===== src/rtl/brg_pkg.sv =====
// brg_pkg: shared rate codes, FSM states and generator timing constants
// for the baud-rate generator select controller.
package brg_pkg;

    localparam logic [1:0] RATE_115200 = 2'b00;
    localparam logic [1:0] RATE_38400  = 2'b01;
    localparam logic [1:0] RATE_19200  = 2'b10;
    localparam logic [1:0] RATE_9600   = 2'b11;

    localparam int DIV1        = 34;
    localparam int HALF_115200 = DIV1;
    localparam int HALF_38400  = DIV1 * 3;
    localparam int HALF_19200  = DIV1 * 6;
    localparam int HALF_9600   = DIV1 * 12;

    localparam int CNT_W = 11;

    typedef enum logic [2:0] {
        INIT,
        IDLE,
        WAIT_LOW,
        SWITCH,
        SETTLE,
        GRANT
    } state_t;

    typedef enum logic {
        REQ_A = 1'b0,
        REQ_B = 1'b1
    } req_id_t;

    typedef struct packed {
        req_id_t    id;
        logic [1:0] sel;
    } tgt_t;

    // Generator half-period in system clocks for a given rate code.
    function automatic int half_cyc(input logic [1:0] rate);
        int h;
        unique case (rate)
            RATE_115200: h = HALF_115200;
            RATE_38400:  h = HALF_38400;
            RATE_19200:  h = HALF_19200;
            default:     h = HALF_9600;
        endcase
        return h;
    endfunction

endpackage


===== src/rtl/brg_rate_ctrl_sync.sv =====
// brg_edge_sync: N-stage synchroniser for the generator output with
// registered-previous rise/fall pulse detection.
module brg_edge_sync #(
    parameter int N = 2
) (
    input  logic clk,
    input  logic reset,
    input  logic din,
    output logic rise,
    output logic fall
);

    logic [N-1:0] sync_q;
    logic         prev_q;

    always_ff @(posedge clk or posedge reset) begin
        if (reset) begin
            sync_q <= '0;
            prev_q <= 1'b0;
        end else begin
            sync_q <= {sync_q[N-2:0], din};
            prev_q <= sync_q[N-1];
        end
    end

    assign rise = sync_q[N-1] & ~prev_q;
    assign fall = ~sync_q[N-1] & prev_q;

endmodule


===== src/rtl/brg_rate_ctrl.sv =====
// brg_rate_ctrl: round-robin arbiter for rate-change requests that
// sequences glitch-free baud generator switches.
module brg_rate_ctrl
    import brg_pkg::*;
#(
    parameter int RST_CYC     = 4,
    parameter int TMO_CYC     = 1024,
    parameter int SYNC_STAGES = 2
) (
    input  logic       clk,
    input  logic       reset,
    input  logic       req_a,
    input  logic [1:0] sel_a,
    input  logic       req_b,
    input  logic [1:0] sel_b,
    output logic       gnt_a,
    output logic       gnt_b,
    input  logic       brg_clkout,
    output logic [1:0] brg_sel,
    output logic       brg_reset,
    output logic       busy,
    output logic       tmo_err
);

    localparam logic [CNT_W-1:0] RST_LAST = CNT_W'(RST_CYC - 1);
    localparam logic [CNT_W-1:0] TMO_LAST = CNT_W'(TMO_CYC - 1);
    localparam logic [CNT_W-1:0] CNT_MAX  = '1;

    if (TMO_CYC <= HALF_9600 || TMO_CYC > (1 << CNT_W)) begin : g_bad_tmo
        $error("brg_rate_ctrl: TMO_CYC out of range");
    end

    state_t           state, state_nx;
    logic [CNT_W-1:0] cnt, cnt_nx, cnt_inc;
    tgt_t             tgt, tgt_nx;
    req_id_t          rr_ptr, rr_nx, win;
    logic [1:0]       win_sel, sel_nx;
    logic             rst_nx, gnt_a_nx, gnt_b_nx, tmo_nx;
    logic             rise, fall;

    brg_edge_sync #(
        .N (SYNC_STAGES)
    ) u_sync (
        .clk   (clk),
        .reset (reset),
        .din   (brg_clkout),
        .rise  (rise),
        .fall  (fall)
    );

    // On a tie the requester served last time yields.
    always_comb begin
        win = REQ_A;
        unique case (1'b1)
            req_a && req_b:  win = (rr_ptr == REQ_A) ? REQ_B : REQ_A;
            !req_a && req_b: win = REQ_B;
            default:         win = REQ_A;
        endcase
        win_sel = (win == REQ_A) ? sel_a : sel_b;
    end

    assign cnt_inc = (cnt == CNT_MAX) ? cnt : cnt + 1'b1;

    always_comb begin
        state_nx = state;
        cnt_nx   = cnt_inc;
        tgt_nx   = tgt;
        rr_nx    = rr_ptr;
        sel_nx   = brg_sel;
        rst_nx   = brg_reset;
        gnt_a_nx = 1'b0;
        gnt_b_nx = 1'b0;
        tmo_nx   = tmo_err;
        unique case (state)
            INIT: begin
                if (cnt == RST_LAST) begin
                    state_nx = IDLE;
                    rst_nx   = 1'b0;
                    cnt_nx   = '0;
                end
            end
            IDLE: begin
                cnt_nx = '0;
                if (req_a || req_b) begin
                    tgt_nx   = '{id: win, sel: win_sel};
                    state_nx = (win_sel == brg_sel) ? GRANT : WAIT_LOW;
                end
            end
            WAIT_LOW: begin
                if (fall || cnt == TMO_LAST) begin
                    state_nx = SWITCH;
                    sel_nx   = tgt.sel;
                    rst_nx   = 1'b1;
                    cnt_nx   = '0;
                    tmo_nx   = tmo_err | ~fall;
                end
            end
            SWITCH: begin
                if (cnt == RST_LAST) begin
                    state_nx = SETTLE;
                    rst_nx   = 1'b0;
                    cnt_nx   = '0;
                end
            end
            SETTLE: begin
                if (rise || cnt == TMO_LAST) begin
                    state_nx = GRANT;
                    cnt_nx   = '0;
                    tmo_nx   = tmo_err | ~rise;
                end
            end
            GRANT: begin
                gnt_a_nx = (tgt.id == REQ_A);
                gnt_b_nx = (tgt.id == REQ_B);
                rr_nx    = tgt.id;
                cnt_nx   = '0;
                state_nx = IDLE;
            end
            default: begin
                state_nx = INIT;
                rst_nx   = 1'b1;
                cnt_nx   = '0;
            end
        endcase
    end

    always_ff @(posedge clk or posedge reset) begin
        if (reset) begin
            state     <= INIT;
            cnt       <= '0;
            tgt       <= '{id: REQ_A, sel: RATE_115200};
            rr_ptr    <= REQ_A;
            brg_sel   <= RATE_115200;
            brg_reset <= 1'b1;
            busy      <= 1'b1;
            gnt_a     <= 1'b0;
            gnt_b     <= 1'b0;
            tmo_err   <= 1'b0;
        end else begin
            state     <= state_nx;
            cnt       <= cnt_nx;
            tgt       <= tgt_nx;
            rr_ptr    <= rr_nx;
            brg_sel   <= sel_nx;
            brg_reset <= rst_nx;
            busy      <= (state != IDLE);
            gnt_a     <= gnt_a_nx;
            gnt_b     <= gnt_b_nx;
            tmo_err   <= tmo_nx;
        end
    end

endmodule


===== config.mk =====
export PLATFORM = sky130hd
export DESIGN_NAME = brg_rate_ctrl
export DESIGN_NICKNAME = d
export VERILOG_FILES = /design/src/rtl/brg_pkg.sv /design/src/rtl/brg_rate_ctrl_sync.sv /design/src/rtl/brg_rate_ctrl.sv
export SDC_FILE = /design/constraint.sdc
export NUM_CORES = 1
export LEC_CHECK = 0
export ABC_CLOCK_PERIOD_IN_PS = 2810
export CAP_MARGIN = 20
export CORE_MARGIN = 3
export CORE_UTILIZATION = 50
export CTS_CLUSTER_DIAMETER = 120
export DETAILED_ROUTE_END_ITERATION = 10
export PLACE_DENSITY_LB_ADDON = 0.12
export SETUP_SLACK_MARGIN = 0.02
export SLEW_MARGIN = 20
export SYNTH_ARGS = -nofsm -noshare
export SYNTH_HDL_FRONTEND = slang
export SYNTH_HIERARCHICAL = 1
export SYNTH_SLANG_ARGS = --single-unit

===== constraint.sdc =====
create_clock -name clk -period 2.81 [get_ports clk]
set_input_delay 0.7025 -clock clk [delete_from_list [all_inputs] [get_ports clk]]
set_output_delay 0.7025 -clock clk [all_outputs]
set_load 0.01 [all_outputs]

==> results.md, run 1 <==
- Status: finished clean
- Ys Warns: 6
- Number of max-cap violations: 0
- Placement Rows: 18
- Critical path launch point type: flip-flop
- Top_reg_cell synth: dfrtp_1
- Final Skew: 0.00717 ns
- Boundary Pins: 16
- Synth top area share: 0.455
- Most common cell after layout, fill and taps aside: dfrtp_1
- Hold crit path type: flip-flop to flip-flop
- DRT Pass-1 Iters: 4
- # clock sinks: 28
- Clock root cell: clkbuf_4
- Synth Instances: 146
- Critical Path End Type: flip-flop
- Max VDD drop: 0.632 mV
- DR vias/cell: 5.87
- #FFs+latches synth: 28
- Residual DRC: 0
- Postcts setup bufs: 0
- Sequential-to-total area share from yosys stat: 0.491
- Number of global-route vias before repair: 1025
- Final min period: 2.23 ns
- Routed WL per cell: 14.3 um
- Syn Area/Cell: 9.80 um2
- Antenna cells: 0
- Overall Global Routing Usage: 0.171
- WP data required: 3.07 ns
- Mapped cell area: 1430 um2
- Post-DRT Antenna Nets: 0
- Yosys cell types: 44
- Syn_nets: 156
- CP Class: flip-flop to flip-flop
- Pwr/cell area: 881 nW/um2
- Critical path peak fanout: 12
- HPWL Detailed: 2.01 mm
- Slew HR: 0.690
- Global-route wire length before repair: 4.54 mm
- CTS tree: built
- Synth area leader: dfrtp_1
- Leakage: 0.000683 uW
- Core area: 2590 um2
- Cells along the critical path: ha_1, nand4_1, or4_4, a22oi_4, o211ai_1, o21ai_1
- Delay-heaviest family, CP: simple AND/OR/NAND/NOR gates
- Layout cells sized above 1: 0.106
- Slowest cell delay on critical path: 0.48 ns
- Final setup vio count: 0
- Final worst path period share: 0.793
- Setup TNS: 0 ns
- Largest net degree at the start of global routing: 26
- Clock-pin slew on the worst setup and hold paths: 0.15 ns
- Later-pin clock latency in the skew report: 0.32 ns
- Initial DRC count: 36
- Number of enable flip-flop cells after synthesis: 0
- Vias post-DR: 1122
- Hold WS: 0.377 ns
- Initial Util: 0.553
- Total wire length: 2.74 mm
- NumNets Final: 172
- Area Overhead vs Synth: 14.1%
- Die H: 59.5 um
- Pins Over Slew Limit: 0
- Slowest cell on the critical path: or4_4
- Initial antenna violation count: 0
- Dominant cells by area after synthesis: dfrtp_1, nor2_1, dfstp_2, xor2_1, mux2i_1
- Post-CTS Hold Fix Bufs: 0
- Unrepaired setup endpoints after global routing: false
- CTS resizes: 0
- Clock buffer depth: 2
- Commonest non-fill, non-tap cells in the layout: dfrtp_1, nor2_1, clkdlybuf4s50_1
- Die ar.: 3540 um2
- RePlAce Congestion: 0.862
- Worst-Margin Slew: 0.464 ns
- I/O Buffers: 15
- Hold Fails Final Rpt: 0
- CP bufs+invs: 0
- GR Overflow Total: 0
- Fmax: 448 MHz
- R2r setup slk: 0.58 ns
- Asr flop ratio synth: 1.00
- H-tree Lvls: 1
- Overall die width: 59.5 um
- TritonCTS Buffers: 3
- Arrival time worst endpoint: 2.49 ns
==> logic make-up (layout without fill, tap and decap cells) <==
logic type / after synthesis / count (layout) / share of synthesized area
AND/OR/NAND/NOR: 63 / 63 / 0.223
AO/OA/AOI/OAI: 30 / 30 / 0.154
flip-flops: 28 / 28 / 0.491
buffers and inverters: 11 / 26 / 0.0367
XOR/XNOR: 7 / 7 / 0.0428
multiplexers: 6 / 6 / 0.0437
adder cells (fa/ha/maj): 1 / 1 / 0.00874
==> metal layers <==
| layer | vias up | GRT usage | part of all wire |
|---|---|---|---|
| li1 | 550 | - | - |
| met1 | 520 | 0.253 | 0.46 |
| met2 | 48 | 0.248 | 0.45 |
| met3 | 4 | 0.0305 | 0.081 |
| met4 | 0 | 0.0633 | 0.0077 |
| met5 | - | 0 | 0 |
==> synthesized netlist by cell type, types with 2 or more instances <==
| cell type | number |
|---|---|
| a211oi_1 | 5 |
| mux2_2 | 2 |
| xor2_1 | 6 |
| nor4_1 | 2 |
| a21o_1 | 2 |
| or3b_2 | 2 |
| inv_1 | 6 |
| nor2_1 | 25 |
| mux2i_1 | 4 |
| a21oi_1 | 5 |
| dfstp_2 | 2 |
| nand4_1 | 4 |
| o21ai_2 | 2 |
| o21ai_1 | 2 |
| nand3_1 | 7 |
| nor2b_1 | 2 |
| and4_1 | 2 |
| o21ai_0 | 3 |
| nor3_1 | 2 |
| nand2_1 | 9 |
| dfrtp_1 | 26 |
| buf_2 | 3 |
| a31oi_1 | 2 |
==> sequential cells by signal (all words and copies together) (netlist names) <==
register / cells
tgt: 3
u_sync/sync_q: 2
gnt_b: 1
state: 3
gnt_a: 1
tmo_err: 1
brg_reset: 1
busy: 1
u_sync/prev_q: 1
rr_ptr: 1
brg_sel: 2
cnt: 11
==> report_power, final <==
part	leakage [uW]	switching [uW]	internal, uW
Clock	0.0000210	115	79.3
Sequential	0.000354	117	516
Combinational	0.000308	330	281
Total	0.000683	562	876
==> cell type report <==
cell class              instances  area (um2)
fillers                       220         957
flip-flops and latches         28         703
multi-input cells             107         676
repair buffers                 16         158
well taps                      30        37.5
clock buffers                   4        36.3
inverters                       6        22.5
==> final timing paths <==
path                                       start                to  cells after the start
worst max-delay path                      cnt[0]          state[2]                      6
worst min-delay path            u_sync/sync_q[0]  u_sync/sync_q[1]                      0
worst max register to register            cnt[0]          state[2]                      6
worst min register to register  u_sync/sync_q[0]  u_sync/sync_q[1]                      0
max in group asynchronous                  reset              busy                      3
min in group asynchronous                  reset     u_sync/prev_q                      2
==> stage by stage <==
stage,util,instance area (um2),std cells,worst slack (ns),total power [uW]
2_1_floorplan,-,1430,146,0.998,1110
3_3_place_gp,0.616,1600,187,0.414,1240
3_5_place_dp,0.616,1600,187,0.304,1250
4_1_cts,0.630,1630,191,0.621,1450
5_1_grt,0.630,1630,191,0.451,1560
6_report,0.630,1630,191,0.580,1440
Note: power is estimated with default switching activity, not from simulation.
==> run 2, diff against run 1 <==
--- a/config.mk
+++ b/config.mk
@@ -5,7 +5,7 @@
 export SDC_FILE = /design/constraint.sdc
 export NUM_CORES = 1
 export LEC_CHECK = 0
-export ABC_CLOCK_PERIOD_IN_PS = 2810
+export ABC_CLOCK_PERIOD_IN_PS = 2300
 export CAP_MARGIN = 20
 export CORE_MARGIN = 3
 export CORE_UTILIZATION = 50
==> constraint.sdc (replaced) <==
create_clock -name clk -period 2.3 [get_ports clk]
set_input_delay 0.575 -clock clk [delete_from_list [all_inputs] [get_ports clk]]
set_output_delay 0.575 -clock clk [all_outputs]
set_load 0.01 [all_outputs]
==> run 2 against run 1 <==
Sequential power is 22% higher. Clock power is 66% higher. Via count is 0.27% higher. Routed wire length is 1.7% higher. Critical path depth stayed put. Sequential cell count stayed put. Register-to-register slack worse by 0.20 ns. Combinational power is 29% higher. Worst setup slack worse by 0.36 ns. First-iteration DRC count stayed put. Highest routed layer unchanged.
==> results.md, run 2 (synthesis results as in run 1) <==
- Hold crit path type: flip-flop to flip-flop
- Area Overhead vs Synth: 16.8%
- NumNets Final: 175
- H-tree Lvls: 1
- Number of global-route vias before repair: 1006
- Antenna cells: 0
- Initial DRC count: 36
- Total wire length: 2.79 mm
- GR Overflow Total: 0
- Commonest non-fill, non-tap cells in the layout: dfrtp_1, nor2_1, clkdlybuf4s50_1
- Boundary Pins: 16
- Unrepaired setup endpoints after global routing: false
- GRT met2 Usage: 0.253
- Sw Ratio: 0.374
- Arrival time worst endpoint: 2.36 ns
- Layout cells sized above 1: 0.122
- Status: finished clean
- Slowest cell on the critical path: clkdlybuf4s50_1
- Vias post-DR: 1125
- Postcts setup bufs: 0
- Flop pwr share: 0.411
- Leakage: 0.000706 uW
- Worst-Margin Slew: 0.465 ns
- Slowest cell delay on critical path: 0.49 ns
- Global Route met1 Usage: 0.253
- I/O Buffers: 15
- Most Used Layer, Global Route: met1
- Die H: 59.5 um
- Dpl ws: -0.138 ns
- Final setup vio count: 0
- Pwr/cell area: 1120 nW/um2
- Die ar.: 3540 um2
- Overall die width: 59.5 um
- Final Total Pwr: 1880 uW
- Placement Rows: 18
- Cells along the critical path: clkdlybuf4s50_1, a21boi_1, mux2i_1, xor2_1, a21boi_0, o21ai_2
- Critical Path End Type: flip-flop
- Internal: 1180 uW
- Initial antenna violation count: 0
- Design area: 1670 um2
- Switching power: 702 uW
- Final min period: 2.08 ns
- # clock sinks: 28
- Combinational power share: 0.418
- Delay-heaviest family, CP: compound AO/OA/AOI/OAI gates
- Residual DRC: 0
- Critical path peak fanout: 3
- Clock root cell: clkbuf_4
- DRT Pass-1 Iters: 4
- Biggest regs: cnt (11), state (3), tgt (3)
- DR vias/cell: 5.80
- Post-DRT Antenna Nets: 0
- Routed WL per cell: 14.4 um
- Most common cell after layout, fill and taps aside: dfrtp_1
- Post-CTS Hold Fix Bufs: 0
- Final Skew: 0.00705 ns
- Global-route wire length before repair: 4.51 mm
- Clock-pin slew on the worst setup and hold paths: 0.15 ns
- CP Class: input port to flip-flop
- Core area: 2590 um2
- Later-pin clock latency in the skew report: 0.33 ns
- TritonCTS Buffers: 3
- Slew HR: 0.689
- Critical path launch point type: input port
- CP bufs+invs: 1
- Setup TNS: 0 ns
- Largest net degree at the start of global routing: 26
- Hold Fails Final Rpt: 0
- CTS resizes: 0
- HPWL Detailed: 2.10 mm
- WP data required: 2.58 ns
- Filler cells: 217
- CTS tree: built
- Pins Over Slew Limit: 0
- Fmax: 481 MHz
- Max reg flops: 11
- RePlAce Congestion: 0.814
- Initial Util: 0.553
- Max VDD drop: 0.754 mV
- Area post-placement: 1620 um2
- Number of max-cap violations: 0
- Final worst path period share: 0.904
- Overall Global Routing Usage: 0.173
- Biggest register: cnt
- M3 GR Usage: 0.0327
- Fin worst setup slack: 0.222 ns
- Clock Power Share: 0.171
- Clock buffer depth: 2
-- run 2: changes by cell type in the layout (fill, tap and decap cells not counted), sizes merged --
cell    previous run  this run
bufinv             0         1
clkbuf             4         3
buf                1         4
-- run 2: stage by stage --
stage,hold WS [ns],util,std cells
after floorplan,0.329,-,146
after global placement,0.338,0.625,190
after detailed placement,0.351,0.625,190
after CTS,0.385,0.645,194
after global routing,0.386,0.645,194
final,0.382,0.645,194
-- run 2: final timing paths --
check	slack (ns)	end	depth (start not counted)	startpoint
worst max-delay path	0.22	state[0]	6	req_b
worst min-delay path	0.38	u_sync/sync_q[1]	0	u_sync/sync_q[0]
worst max register to register	0.38	cnt[9]	7	cnt[0]
worst min register to register	0.38	u_sync/sync_q[1]	0	u_sync/sync_q[0]
max in group asynchronous	1.41	brg_reset	3	reset
min in group asynchronous	0.40	u_sync/sync_q[0]	2	reset
-- run 2: power by group through the flow --
stage | clock network (uW) | registers [uW] | logic, uW
floorplan | 0 | 744 | 608
global placement | 0 | 776 | 766
detailed placement | 0 | 780 | 787
CTS | 329 | 770 | 794
global route | 346 | 796 | 881
finish | 322 | 772 | 786
-- run 2: cell type report --
class / count / area [um2] / share of cell area
Clock inverter: 1 / 30.0 / 0.0180
Timing Repair Buffer: 19 / 180 / 0.108
Inverter: 6 / 22.5 / 0.0135
Tap cell: 30 / 37.5 / 0.0225
Multi-Input combinational cell: 107 / 676 / 0.404
Clock buffer: 3 / 22.5 / 0.0135
Sequential cell: 28 / 703 / 0.421
-- run 2: routing by layer --
| metal | vias to the layer above | part of all wire |
|---|---|---|
| met2 | 33 | 0.45 |
| li1 | 555 | - |
| met5 | - | 0 |
| met4 | 0 | 0.016 |
| met1 | 532 | 0.49 |
| met3 | 5 | 0.041 |
